File: config.mk
export PLATFORM = sky130hd
export DESIGN_NAME = pair_packer
export DESIGN_NICKNAME = d
export VERILOG_FILES = /design/src/rtl/pair_packer.sv
export SDC_FILE = /design/constraint.sdc
export NUM_CORES = 1
export LEC_CHECK = 0
export ABC_AREA = 1
export ABC_CLOCK_PERIOD_IN_PS = 22200
export CAP_MARGIN = 20
export CELL_PAD_IN_SITES_DETAIL_PLACEMENT = 2
export CELL_PAD_IN_SITES_GLOBAL_PLACEMENT = 2
export CORE_MARGIN = 8
export CORE_UTILIZATION = 41
export CTS_CLUSTER_DIAMETER = 120
export CTS_CLUSTER_SIZE = 10
export DETAILED_ROUTE_END_ITERATION = 16
export PLACE_DENSITY = 0.89
export SLEW_MARGIN = 10
export SYNTH_ARGS = -nofsm -noshare
export SYNTH_HDL_FRONTEND = slang
export SYNTH_SLANG_ARGS = --single-unit
File: constraint.sdc
create_clock -name clk -period 22.2 [get_ports clk]
set_input_delay 5.55 -clock clk [delete_from_list [all_inputs] [get_ports clk]]
set_output_delay 5.55 -clock clk [all_outputs]
set_load 0.05 [all_outputs]
File: src/rtl/pair_packer.sv
// pair_packer: gathers consecutive stream elements into two-element pairs
// (first element in the low half) and buffers the pairs in a small FIFO
// whose head drives the registered output.
// Optional feature: define PAIR_PACKER_FLUSH_EN to add a flush input that
// pushes a lone held element as {0, hold}.
module pair_packer #(
  parameter int WORD_W = 32,
  parameter int DEPTH  = 2
) (
  input  logic                         clk,
  input  logic                         rst,
  input  logic [WORD_W-1:0]            in_data,
  input  logic                         in_valid,
  output logic                         in_ready,
  output logic [2*WORD_W-1:0]          out_data,
  output logic                         out_valid,
  input  logic                         out_ready,
  output logic                         half_pending,
  output logic [$clog2(DEPTH+1)-1:0]   level
`ifdef PAIR_PACKER_FLUSH_EN
  ,
  input  logic                         flush
`endif
);

  localparam int LVL_W = $clog2(DEPTH+1);
  localparam int PTR_W = $clog2(DEPTH);

  typedef enum logic {
    EMPTY = 1'b0,
    HALF  = 1'b1
  } state_t;

  state_t               state;
  logic [WORD_W-1:0]    hold;
  logic [2*WORD_W-1:0]  mem [DEPTH];
  logic [PTR_W-1:0]     wr_ptr;
  logic [PTR_W-1:0]     rd_ptr;
  logic [LVL_W-1:0]     count;

  logic                 in_fire;
  logic                 out_fire;
  logic                 push;
  logic                 pop;
  logic                 flush_push;
  logic [2*WORD_W-1:0]  push_data;

  assign out_valid    = (count != '0);
  assign out_data     = mem[rd_ptr];
  assign level        = count;
  assign half_pending = (state == HALF);

  // Handshake decode: a push into a full FIFO is allowed when a pop happens in the same cycle.
  always_comb begin
    out_fire   = out_valid & out_ready;
    in_ready   = (state == EMPTY) | (count < LVL_W'(DEPTH)) | out_fire;
    in_fire    = in_valid & in_ready;
    flush_push = 1'b0;
`ifdef PAIR_PACKER_FLUSH_EN
    // A flush only takes effect when no real partner arrives and the FIFO can take a pair.
    flush_push = flush & (state == HALF) & ~in_fire & in_ready;
`endif
    push       = ((state == HALF) & in_fire) | flush_push;
    pop        = out_fire;
    push_data  = flush_push ? {{WORD_W{1'b0}}, hold} : {in_data, hold};
  end

  // Pair storage; contents need no reset since out_data is only meaningful while out_valid.
  always_ff @(posedge clk) begin
    if (!rst && push) begin
      mem[wr_ptr] <= push_data;
    end
  end

  // Pairing FSM, FIFO pointers and occupancy.
  always_ff @(posedge clk) begin
    if (rst) begin
      state  <= EMPTY;
      hold   <= '0;
      wr_ptr <= '0;
      rd_ptr <= '0;
      count  <= '0;
    end else begin
      case (state)
        EMPTY: begin
          if (in_fire) begin
            hold  <= in_data;
            state <= HALF;
          end
        end
        HALF: begin
          if (in_fire || flush_push) begin
            state <= EMPTY;
          end
        end
        default: state <= EMPTY;
      endcase

      if (push) begin
        wr_ptr <= wr_ptr + PTR_W'(1);
      end
      if (pop) begin
        rd_ptr <= rd_ptr + PTR_W'(1);
      end

      case ({push, pop})
        2'b10:   count <= count + LVL_W'(1);
        2'b01:   count <= count - LVL_W'(1);
        default: count <= count;
      endcase
    end
  end

endmodule

# == Yosys cells after proc, flatten, opt, wreduce, memory -nomap -nowiden ==
# Memories as Yosys holds them, arrays and structs flattened. A register that Yosys moved wholly into a read port is not among the register bits.
# Index checks and enable logic that the tools add are counted.
# word_totals
regBits,37
ram_bits,128
out_inout_bits,69
elab_cells,32
n_memories,1
# op_classes
addsub,4
magnitude_cmp,1
n_eq_ne,2
n_mux,8
bitwise,6
reduce_logical,5
# memory_table
memory,depth,word_bits,rd,rd_clocked_by_memory_dff,write_ports,line,rtl
mem,2,64,1,1,1,36,logic [2*WORD_W-1:0] mem [DEPTH];
# ops
op,count
$mux W1,6
$pmux W2 S2,1
$reduce_bool A2 Y1,2
$and A1 B1 Y1,3
$add A1 B1 Y1 const B,2
$add A2 B1 Y2 const B,1
$eq A2 B1 Y1 const B,1
$eq A2 B2 Y1 const B,1
$lt A2 B2 Y1 const B,1
$or A1 B1 Y1,2
$pmux W1 S2,1
$reduce_and A2 Y1,1
$sub A2 B1 Y2 const B,1
$logic_and A1 B1 Y1,1
$logic_not A1 Y1,1
$not A1 Y1,1

# == Logic depth before layout (Yosys ltp) ==
# Gate-level depths: netlist (run 1).
# logic_depth
ltp_word,8
ltp_mapped,14
ltp_nobuf,14

# == Least setup slack after synthesis (run 1) ==
# OpenSTA, ideal clock, no wires.
# synth_timing
path_type,input to output
start,in out_ready
end,out in_ready
arrival_time_ns,6.044
slack_ns,10.606
stages,2
path_cell_list,nand2_1 -> nand3_1
# synth_between
elab_chain_len,2
# synth_lines
element,line,rtl
from (decl),17,"input logic out_ready,"
$and A1 B1 Y1,55,out_fire = out_valid & out_ready;
$or A1 B1 Y1,56,in_ready = (state == EMPTY) | (count < LVL_W'(DEPTH)) | out_fire;
to (decl),14,"output logic in_ready,"
# Every way passes these cells.

# == Final worst setup path (run 1) ==
# Ends and elaborated chain as after synthesis.

==> impl_metrics.json, run 1 <==
{
  "drcViolationCount": 0,
  "fin_util": 0.538,
  "power_mw": 0.800,
  "place_congestion": 0.694,
  "syn_avg_cell_area_um2": 16.5,
  "cts_setup_buffers": 0,
  "drv_slew": 0,
  "placeableCoreArea_mm2": 0.0151,
  "dp_cells": 664,
  "power_frac_seq": 0.448,
  "dieArea_mm2": 0.0196,
  "cp-startpoint": "out_ready",
  "critPathArrivalTime_ns": 7.03,
  "synth_top_area_share": 0.609,
  "root_buffer": "clkbuf_16",
  "cp.required_ns": 16.65,
  "nNetsFinal": 535,
  "async_flop_share": 0,
  "grt_pass1_wl_mm": 24.1,
  "synth_seq_area_share": 0.729,
  "core.rowCount": 45,
  "reg2reg_from": "level[1]",
  "outcome": "finished clean",
  "dpl_cell_area_mm2": 0.00747,
  "cp_max_fo": 3,
  "critical_path_buf_inv_count": 2,
  "top_usage_layer": "met2",
  "wl_mm": 15.7,
  "clkPwrFrac": 0.397,
  "maxCapViolCount": 0,
  "slew_headroom": 0.435,
  "ys.flop_type": "edfxtp_1",
  "drive_gt1_frac": 0.204,
  "synth.most_common_cell": "edfxtp_1",
  "irDropWorstVdd_mv": 0.0564,
  "grtUsageMet2": 0.313,
  "power.leakage_nw": 2.98,
  "cts_buffers": 17,
  "grtUsageTotal": 0.164,
  "vias": 3455,
  "setup-tns-final_ns": 0,
  "hold_viol": 0,
  "wire_per_inst_um": 22.6,
  "met3_usage": 0.0513,
  "antenna_found_initial": 0,
  "synth_top_area_cell": "edfxtp_1",
  "dp_hpwl_mm": 10.1,
  "met1_usage": 0.166,
  "skew_ns": 0.0124,
  "worstPathCellList": "clkdlybuf4s50_1 -> nand2_1 -> nand3_1 -> clkdlybuf4s50_1",
  "final_area_mm2": 0.00815,
  "crit_path_max_incr_delay_ns": 0.83,
  "dr.pass1.iters": 4,
  "syn_area_mm2": 0.00631,
  "cts_tree": "built",
  "clockBufferDepth": 2,
  "min_path_type": "flop to flop",
  "crit_path_start_kind": "input port",
  "rsz0062_at_grt": "false",
  "comb_power_share": 0.154,
  "setup.worst_path.end_class": "primary output",
  "path_clk_slew_ns": 0.06,
  "hold_start": "hold[20]",
  "syn_nets": 421,
  "cts.sinks": 166,
  "p_sw_mw": 0.201,
  "cellPowerDensity_mw_per_mm2": 98.2,
  "grt_max_degree": 39,
  "synth-seq-cells": 166,
  "portBuffers": 104,
  "swShare": 0.251,
  "initial_core_util": 0.417,
  "fp.dieH_um": 140,
  "grt_pass1_vias": 4055,
  "netlist_instances": 382,
  "min_period_ns": 12.58,
  "synth_cell_types": 17,
  "fin_cells": 697,
  "hold_ws_ns": 0.455,
  "n_fill_cell": 1323,
  "crit_top_cell": "clkdlybuf4s50_1",
  "post-place-ws_ns": 9.61,
  "multi_input_area_mm2": 0.00150,
  "crit_slowest_cell": "clkdlybuf4s50_1",
  "synthTopCellsByCount": "edfxtp_1 (128), nor2_1 (73), mux2_4 (60)",
  "critPathTopFamily": "buffers and inverters",
  "p_int_mw": 0.599,
  "vias_per_cell": 4.96,
  "yosys_warnings": 0,
  "worst_pin_slew_ns": 0.846,
  "h-tree-depth": 4,
  "seqCellArea_mm2": 0.00461,
  "fin_ws_ns": 9.62,
  "clk_latency_ns": 0.42,
  "drt_iter0_drc": 207,
  "ios": 105,
  "die_x_um": 140,
  "path_class": "input port to primary output",
  "period_share": 0.567,
  "synthToLayoutAreaGrowth_pct": 29.1,
  "setup_viol": 0,
  "grt_overflow": 0,
  "max_freq_mhz": 79.5,
  "synth_edf_count": 128,
  "antenna_cells": 0,
  "synth_area_leaders": "edfxtp_1 (61%), mux2_4 (14%), dfxtp_1 (12%)",
  "cts_hold_buf": 0,
  "ant_nets": 0,
  "post_cts_resized": 0
}
## cells in the final DEF, fill, tap and decap left out, types with 2 or more instances in the layout
| cell type | n |
|---|---|
| o21ai_0 | 34 |
| clkbuf_8 | 5 |
| mux2_2 | 4 |
| bufinv_16 | 4 |
| clkinv_2 | 2 |
| clkbuf_16 | 17 |
| clkdlybuf4s50_1 | 104 |
| buf_4 | 6 |
| nor2_1 | 72 |
| mux2_4 | 60 |
| a21oi_1 | 2 |
| edfxtp_1 | 128 |
| clkinvlp_4 | 2 |
| inv_1 | 12 |
| nand2_1 | 9 |
| clkbuf_1 | 2 |
| ha_1 | 3 |
| dfxtp_1 | 37 |
## per-layer routing
layer | share of wire | up-vias | wire, um
li1 | - | 1605 | -
met1 | 0.38 | 1770 | 6000
met2 | 0.57 | 73 | 8900
met3 | 0.045 | 7 | 708
met4 | 0.0081 | 0 | 128
met5 | 0 | - | 0
## registers in the layout, summed over array words and instances (netlist names), named ones only
| register | cells |
|---|---|
| wr_ptr | 1 |
| level | 2 |
| half_pending | 1 |
| hold | 32 |
| mem | 128 |
| rd_ptr | 1 |
## kinds of logic after synthesis
logic type	Yosys count	share of synthesized area
simple gates	85	0.0513
fa+ha+maj	3	0.00595
buf+inv	28	0.0351
compound gates	36	0.0285
flops	166	0.729
mux	64	0.150
## area by class of cell
type / instances / share of cell area
sequential: 166 / 0.565
tap: 188 / 0.0289
clock buffer: 24 / 0.0616
inverter: 12 / 0.00553
timing repair buffer: 111 / 0.137
multi-input combinational: 188 / 0.184
clock inverter: 8 / 0.0178
## power by group through the flow
| stage | clock (mW) | sequential (mW) | combinational, mW |
|---|---|---|---|
| floorplan | 0 | 0.362 | 0.0885 |
| global placement | 0 | 0.363 | 0.119 |
| detailed placement | 0 | 0.365 | 0.123 |
| CTS | 0.325 | 0.359 | 0.125 |
| global route | 0.336 | 0.360 | 0.130 |
| finish | 0.318 | 0.359 | 0.123 |
## final timing paths
check | cells after the start | slack [ns] | end
setup reg to reg | 10 | 19.21 | mem[0][28]
hold reg to reg | 0 | 0.45 | mem[0][20]
setup / recovery | 4 | 9.62 | in_ready
hold / removal | 0 | 0.45 | mem[0][20]
Note: power is estimated with default switching activity, not from simulation.
==> inputs of run 2 (changes only) <==
--- a/config.mk
+++ b/config.mk
@@ -6,16 +6,16 @@
 export NUM_CORES = 1
 export LEC_CHECK = 0
 export ABC_AREA = 1
-export ABC_CLOCK_PERIOD_IN_PS = 22200
+export ABC_CLOCK_PERIOD_IN_PS = 10270
 export CAP_MARGIN = 20
 export CELL_PAD_IN_SITES_DETAIL_PLACEMENT = 2
 export CELL_PAD_IN_SITES_GLOBAL_PLACEMENT = 2
 export CORE_MARGIN = 8
-export CORE_UTILIZATION = 41
+export CORE_UTILIZATION = 34
 export CTS_CLUSTER_DIAMETER = 120
 export CTS_CLUSTER_SIZE = 10
 export DETAILED_ROUTE_END_ITERATION = 16
-export PLACE_DENSITY = 0.89
+export PLACE_DENSITY = 0.8
 export SLEW_MARGIN = 10
 export SYNTH_ARGS = -nofsm -noshare
 export SYNTH_HDL_FRONTEND = slang
==> constraint.sdc (replaced) <==
create_clock -name clk -period 10.27 [get_ports clk]
set_input_delay 2.5675 -clock clk [delete_from_list [all_inputs] [get_ports clk]]
set_output_delay 2.5675 -clock clk [all_outputs]
set_load 0.05 [all_outputs]
==> impl_metrics.json, run 2 (synthesis results as in run 1) <==
{
  "outcome": "finished clean",
  "dieArea_mm2": 0.0232,
  "swShare": 0.261,
  "regMostFlops": "mem",
  "clockBufferDepth": 2,
  "grt_max_degree": 65,
  "die_x_um": 152,
  "cts.sinks": 166,
  "vias": 3445,
  "crit_slowest_cell": "clkdlybuf4s50_1",
  "fp.dieH_um": 152,
  "core.rowCount": 50,
  "skew_ns": 0.00941,
  "power.leakage_nw": 2.95,
  "drive_gt1_frac": 0.203,
  "cts_hold_buf": 0,
  "slew_headroom": 0.386,
  "setup_viol": 0,
  "min_path_type": "flop to flop",
  "fin_util": 0.441,
  "crit_top_cell": "clkdlybuf4s50_1",
  "critPathArrivalTime_ns": 4.02,
  "cp.required_ns": 7.70,
  "post-place-ws_ns": 3.69,
  "path_clk_slew_ns": 0.07,
  "p_int_mw": 1.24,
  "cellPowerDensity_mw_per_mm2": 206,
  "cts_tree": "built",
  "maxCapViolCount": 0,
  "synthToLayoutAreaGrowth_pct": 29.0,
  "grtUsageTotal": 0.128,
  "grt_pass1_vias": 4021,
  "place_congestion": 0.687,
  "layout_common_cells": "edfxtp_1 (128), clkdlybuf4s50_1 (104), nor2_1 (72), mux2_4 (60), dfxtp_1 (37)",
  "period_share": 0.641,
  "setup.worst_path.end_class": "primary output",
  "root_buffer": "clkbuf_16",
  "fin_ws_ns": 3.68,
  "nNetsFinal": 534,
  "post_cts_resized": 0,
  "h-tree-depth": 4,
  "drv_slew": 0,
  "worstPathCellList": "clkdlybuf4s50_1 -> nand2_1 -> nand3_1 -> clkdlybuf4s50_1",
  "initial_core_util": 0.342,
  "rsz0062_at_grt": "false",
  "critical_path_buf_inv_count": 2,
  "critPathTopFamily": "buffers and inverters",
  "clk_latency_ns": 0.42,
  "fin_cells": 742,
  "comb_power_share": 0.157,
  "path_class": "input port to primary output",
  "largest_reg_flops": 128,
  "worst_pin_slew_ns": 0.922,
  "ios": 105,
  "crit_path_start_kind": "input port",
  "placeableCoreArea_mm2": 0.0185,
  "drt_iter0_drc": 102,
  "min_period_ns": 6.59,
  "dr.pass1.iters": 4,
  "n_fill_cell": 1778,
  "ant_nets": 0,
  "crit_path_max_incr_delay_ns": 0.81,
  "drcViolationCount": 0,
  "clkPwrFrac": 0.383,
  "cts_setup_buffers": 0,
  "rrSetupSlack_ns": 7.83,
  "dp_cells": 710,
  "antenna_found_initial": 0,
  "portBuffers": 104,
  "grt_overflow": 0,
  "final_common_cell": "edfxtp_1",
  "hold_viol": 0,
  "grt_pass1_wl_mm": 22.9,
  "cp_max_fo": 3,
  "antenna_cells": 0,
  "dp_hpwl_mm": 9.21,
  "p_sw_mw": 0.438,
  "wire_per_inst_um": 19.2,
  "irDropWorstVdd_mv": 0.109,
  "max_freq_mhz": 152,
  "cts_buffers": 17,
  "vias_per_cell": 4.64,
  "power_frac_seq": 0.461,
  "setup-tns-final_ns": 0,
  "wl_mm": 14.2
}
==> run 2: changes by cell type in the layout (fill, tap and decap cells not counted) <==
cell and delta:
clkbuf_8 -1, buf_8 +1, clkinvlp_4 +1, bufinv_16 -2, clkbuf_1 -1, clkinv_2 -1, inv_6 +3, clkinv_1 +1
buf_4 -1, buf_16 -1
==> run 2: layout make-up <==
cell class | count | area (um2) | area share
clock buffers | 22 | 484 | 0.0595
clock inverters | 10 | 118 | 0.0144
inverters | 12 | 45.0 | 0.00553
multi-input cells | 188 | 1500 | 0.184
flip-flops and latches | 166 | 4610 | 0.566
well taps | 234 | 293 | 0.0360
repair buffers | 110 | 1090 | 0.134
==> run 2: layer usage <==
layer  global-route usage  vias to the layer above  routed length [um]
met2                0.227                       76                7470
met1                0.140                     1753                5820
met5                    0                        -                   0
li1                     -                     1600                   -
met3               0.0454                       16                 743
met4               0.0476                        0                 189
==> run 2: final timing paths <==
| check | end | cells after the start | startpoint |
|---|---|---|---|
| worst min register to register | mem[0][1] | 0 | hold[1] |
| worst max-delay path | in_ready | 4 | out_ready |
| worst min-delay path | mem[0][1] | 0 | hold[1] |
| worst max register to register | mem[1][26] | 10 | level[0] |
==> run 2: power groups by stage <==
stage	sequential (mW)	clock (mW)	combinational [mW]
after global routing	0.777	0.688	0.279
final	0.773	0.642	0.263
after floorplan	0.781	0	0.191
after CTS	0.774	0.659	0.269
after detailed placement	0.788	0	0.267
after global placement	0.785	0	0.259
==> run 2: worst reg2reg max path, stage by stage (launching register included) <==
cell     delay [ns]
dfxtp_1        0.38
inv_1          0.11
nand2_1        0.10
nand2_1        0.08
nand3_1        0.10
nand2_1        0.06
inv_1          0.08
ha_1           0.18
inv_1          0.08
nor3_2         0.10
buf_4          0.73
==> run 2: through the flow <==
step	hold slack (ns)	area, um2	total power, mW
after CTS	0.452	8140	1.70
after global placement	0.425	7520	1.04
after detailed placement	0.435	7540	1.06
after floorplan	0.420	6310	0.973
final	0.443	8140	1.68
after global routing	0.463	8140	1.74
==> inputs of run 3 (changes only) <==
--- a/config.mk
+++ b/config.mk
@@ -6,7 +6,7 @@
 export NUM_CORES = 1
 export LEC_CHECK = 0
 export ABC_AREA = 1
-export ABC_CLOCK_PERIOD_IN_PS = 10270
+export ABC_CLOCK_PERIOD_IN_PS = 5600
 export CAP_MARGIN = 20
 export CELL_PAD_IN_SITES_DETAIL_PLACEMENT = 2
 export CELL_PAD_IN_SITES_GLOBAL_PLACEMENT = 2
==> constraint.sdc (replaced) <==
create_clock -name clk -period 5.6 [get_ports clk]
set_input_delay 1.4 -clock clk [delete_from_list [all_inputs] [get_ports clk]]
set_output_delay 1.4 -clock clk [all_outputs]
set_load 0.05 [all_outputs]
==> impl_metrics.json, run 3 (synthesis results as in run 1) <==
{
  "power.leakage_nw": 2.97,
  "critPathTopFamily": "buffers and inverters",
  "post_cts_resized": 0,
  "fp.dieH_um": 152,
  "cts_buffers": 17,
  "hold_ws_ns": 0.450,
  "setup.worst_path.end_class": "primary output",
  "vias": 3480,
  "wl_met2_mm": 8.07,
  "dieArea_mm2": 0.0232,
  "vias_per_cell": 4.68,
  "max_freq_mhz": 230,
  "skew_ns": 0.0106,
  "fin_util": 0.443,
  "routed.top_layer": "met4",
  "setup_viol": 0,
  "layout_common_cells": "edfxtp_1 (128), clkdlybuf4s50_1 (104), nor2_1 (72), mux2_4 (60), dfxtp_1 (37)",
  "outcome": "finished clean",
  "root_buffer": "clkbuf_16",
  "crit_path_max_incr_delay_ns": 1.05,
  "h-tree-depth": 4,
  "grt_overflow": 0,
  "regMostFlops": "mem",
  "drive_gt1_frac": 0.208,
  "min_period_ns": 4.35,
  "drv_slew": 0,
  "clk_latency_ns": 0.42,
  "dp_hpwl_mm": 9.90,
  "nNetsFinal": 536,
  "initial_core_util": 0.342,
  "slew_headroom": 0.285,
  "wire_per_inst_um": 20.2,
  "rrSetupSlack_ns": 3.32,
  "drcViolationCount": 0,
  "die_x_um": 152,
  "crit_path_start_kind": "flop",
  "grtUsageTotal": 0.135,
  "grt_pass1_wl_mm": 23.9,
  "clockBufferDepth": 2,
  "synthToLayoutAreaGrowth_pct": 29.6,
  "fin_ws_ns": 1.25,
  "ant_nets": 0,
  "critical_path_buf_inv_count": 2,
  "worstPathCellList": "buf_4 -> mux2_4 -> clkdlybuf4s50_1",
  "cts.sinks": 166,
  "cp_max_fo": 54,
  "period_share": 0.777,
  "largest_reg_flops": 128,
  "critPathArrivalTime_ns": 2.95,
  "cts_setup_buffers": 0,
  "m1WireLength_mm": 6.20,
  "drt_iter0_drc": 120,
  "path_class": "flop to primary output",
  "setup-tns-final_ns": 0,
  "crit_slowest_cell": "dfxtp_4",
  "placeableCoreArea_mm2": 0.0185,
  "dr_wl_met3_um": 586,
  "antenna_found_initial": 0,
  "antenna_cells": 0,
  "post-place-ws_ns": 1.28,
  "rsz0062_at_grt": "false",
  "cts_hold_buf": 0,
  "wl_mm": 15.0,
  "cp.required_ns": 4.20,
  "hold_viol": 0,
  "fin_cells": 744,
  "cts_tree": "built",
  "grt_max_degree": 55,
  "place_congestion": 0.676,
  "dp_cells": 712,
  "maxCapViolCount": 0,
  "grt_pass1_vias": 4090,
  "dr.pass1.iters": 4,
  "irDropWorstVdd_mv": 0.197,
  "cellPowerDensity_mw_per_mm2": 382,
  "final_common_cell": "edfxtp_1",
  "core.rowCount": 50,
  "n_fill_cell": 1774,
  "worst_pin_slew_ns": 1.07,
  "min_path_type": "flop to flop",
  "portBuffers": 104,
  "path_clk_slew_ns": 0.07,
  "ios": 105
}
[run 3: per-layer routing]
| layer | global-route usage | up-vias |
|---|---|---|
| li1 | - | 1601 |
| met1 | 0.146 | 1790 |
| met2 | 0.248 | 75 |
| met3 | 0.0360 | 14 |
| met4 | 0.0485 | 0 |
| met5 | 0 | - |
[run 3: layout make-up]
type / instances / area (um2) / share of cell area
inverter: 12 / 45.0 / 0.00551
timing repair buffer: 112 / 1110 / 0.135
sequential: 166 / 4610 / 0.563
clock inverter: 13 / 168 / 0.0205
clock buffer: 19 / 453 / 0.0554
multi-input combinational: 188 / 1510 / 0.184
tap: 234 / 293 / 0.0358
[run 3: where the power goes]
part           total (mW)  internal (mW)  switching, mW  leakage (nW)
combinational       0.475          0.192          0.282          1.19
sequential           1.43           1.38         0.0535          1.49
clock                1.22          0.731          0.490         0.296
total                3.13           2.30          0.826          2.97
[run 3: stage by stage]
step                total power [mW]  instance area (um2)
CTS                             3.17                 8180
global route                    3.25                 8180
finish                          3.13                 8180
floorplan                       1.78                 6320
detailed placement              1.94                 7560
global placement                1.92                 7550
[run 3: final timing paths]
check	start	to	cells past startpoint
max	flop	out_data[28]	3
min	hold[12]	mem[0][12]	0
max reg2reg	level[0]	hold[11]	11
min reg2reg	hold[12]	mem[0][12]	0
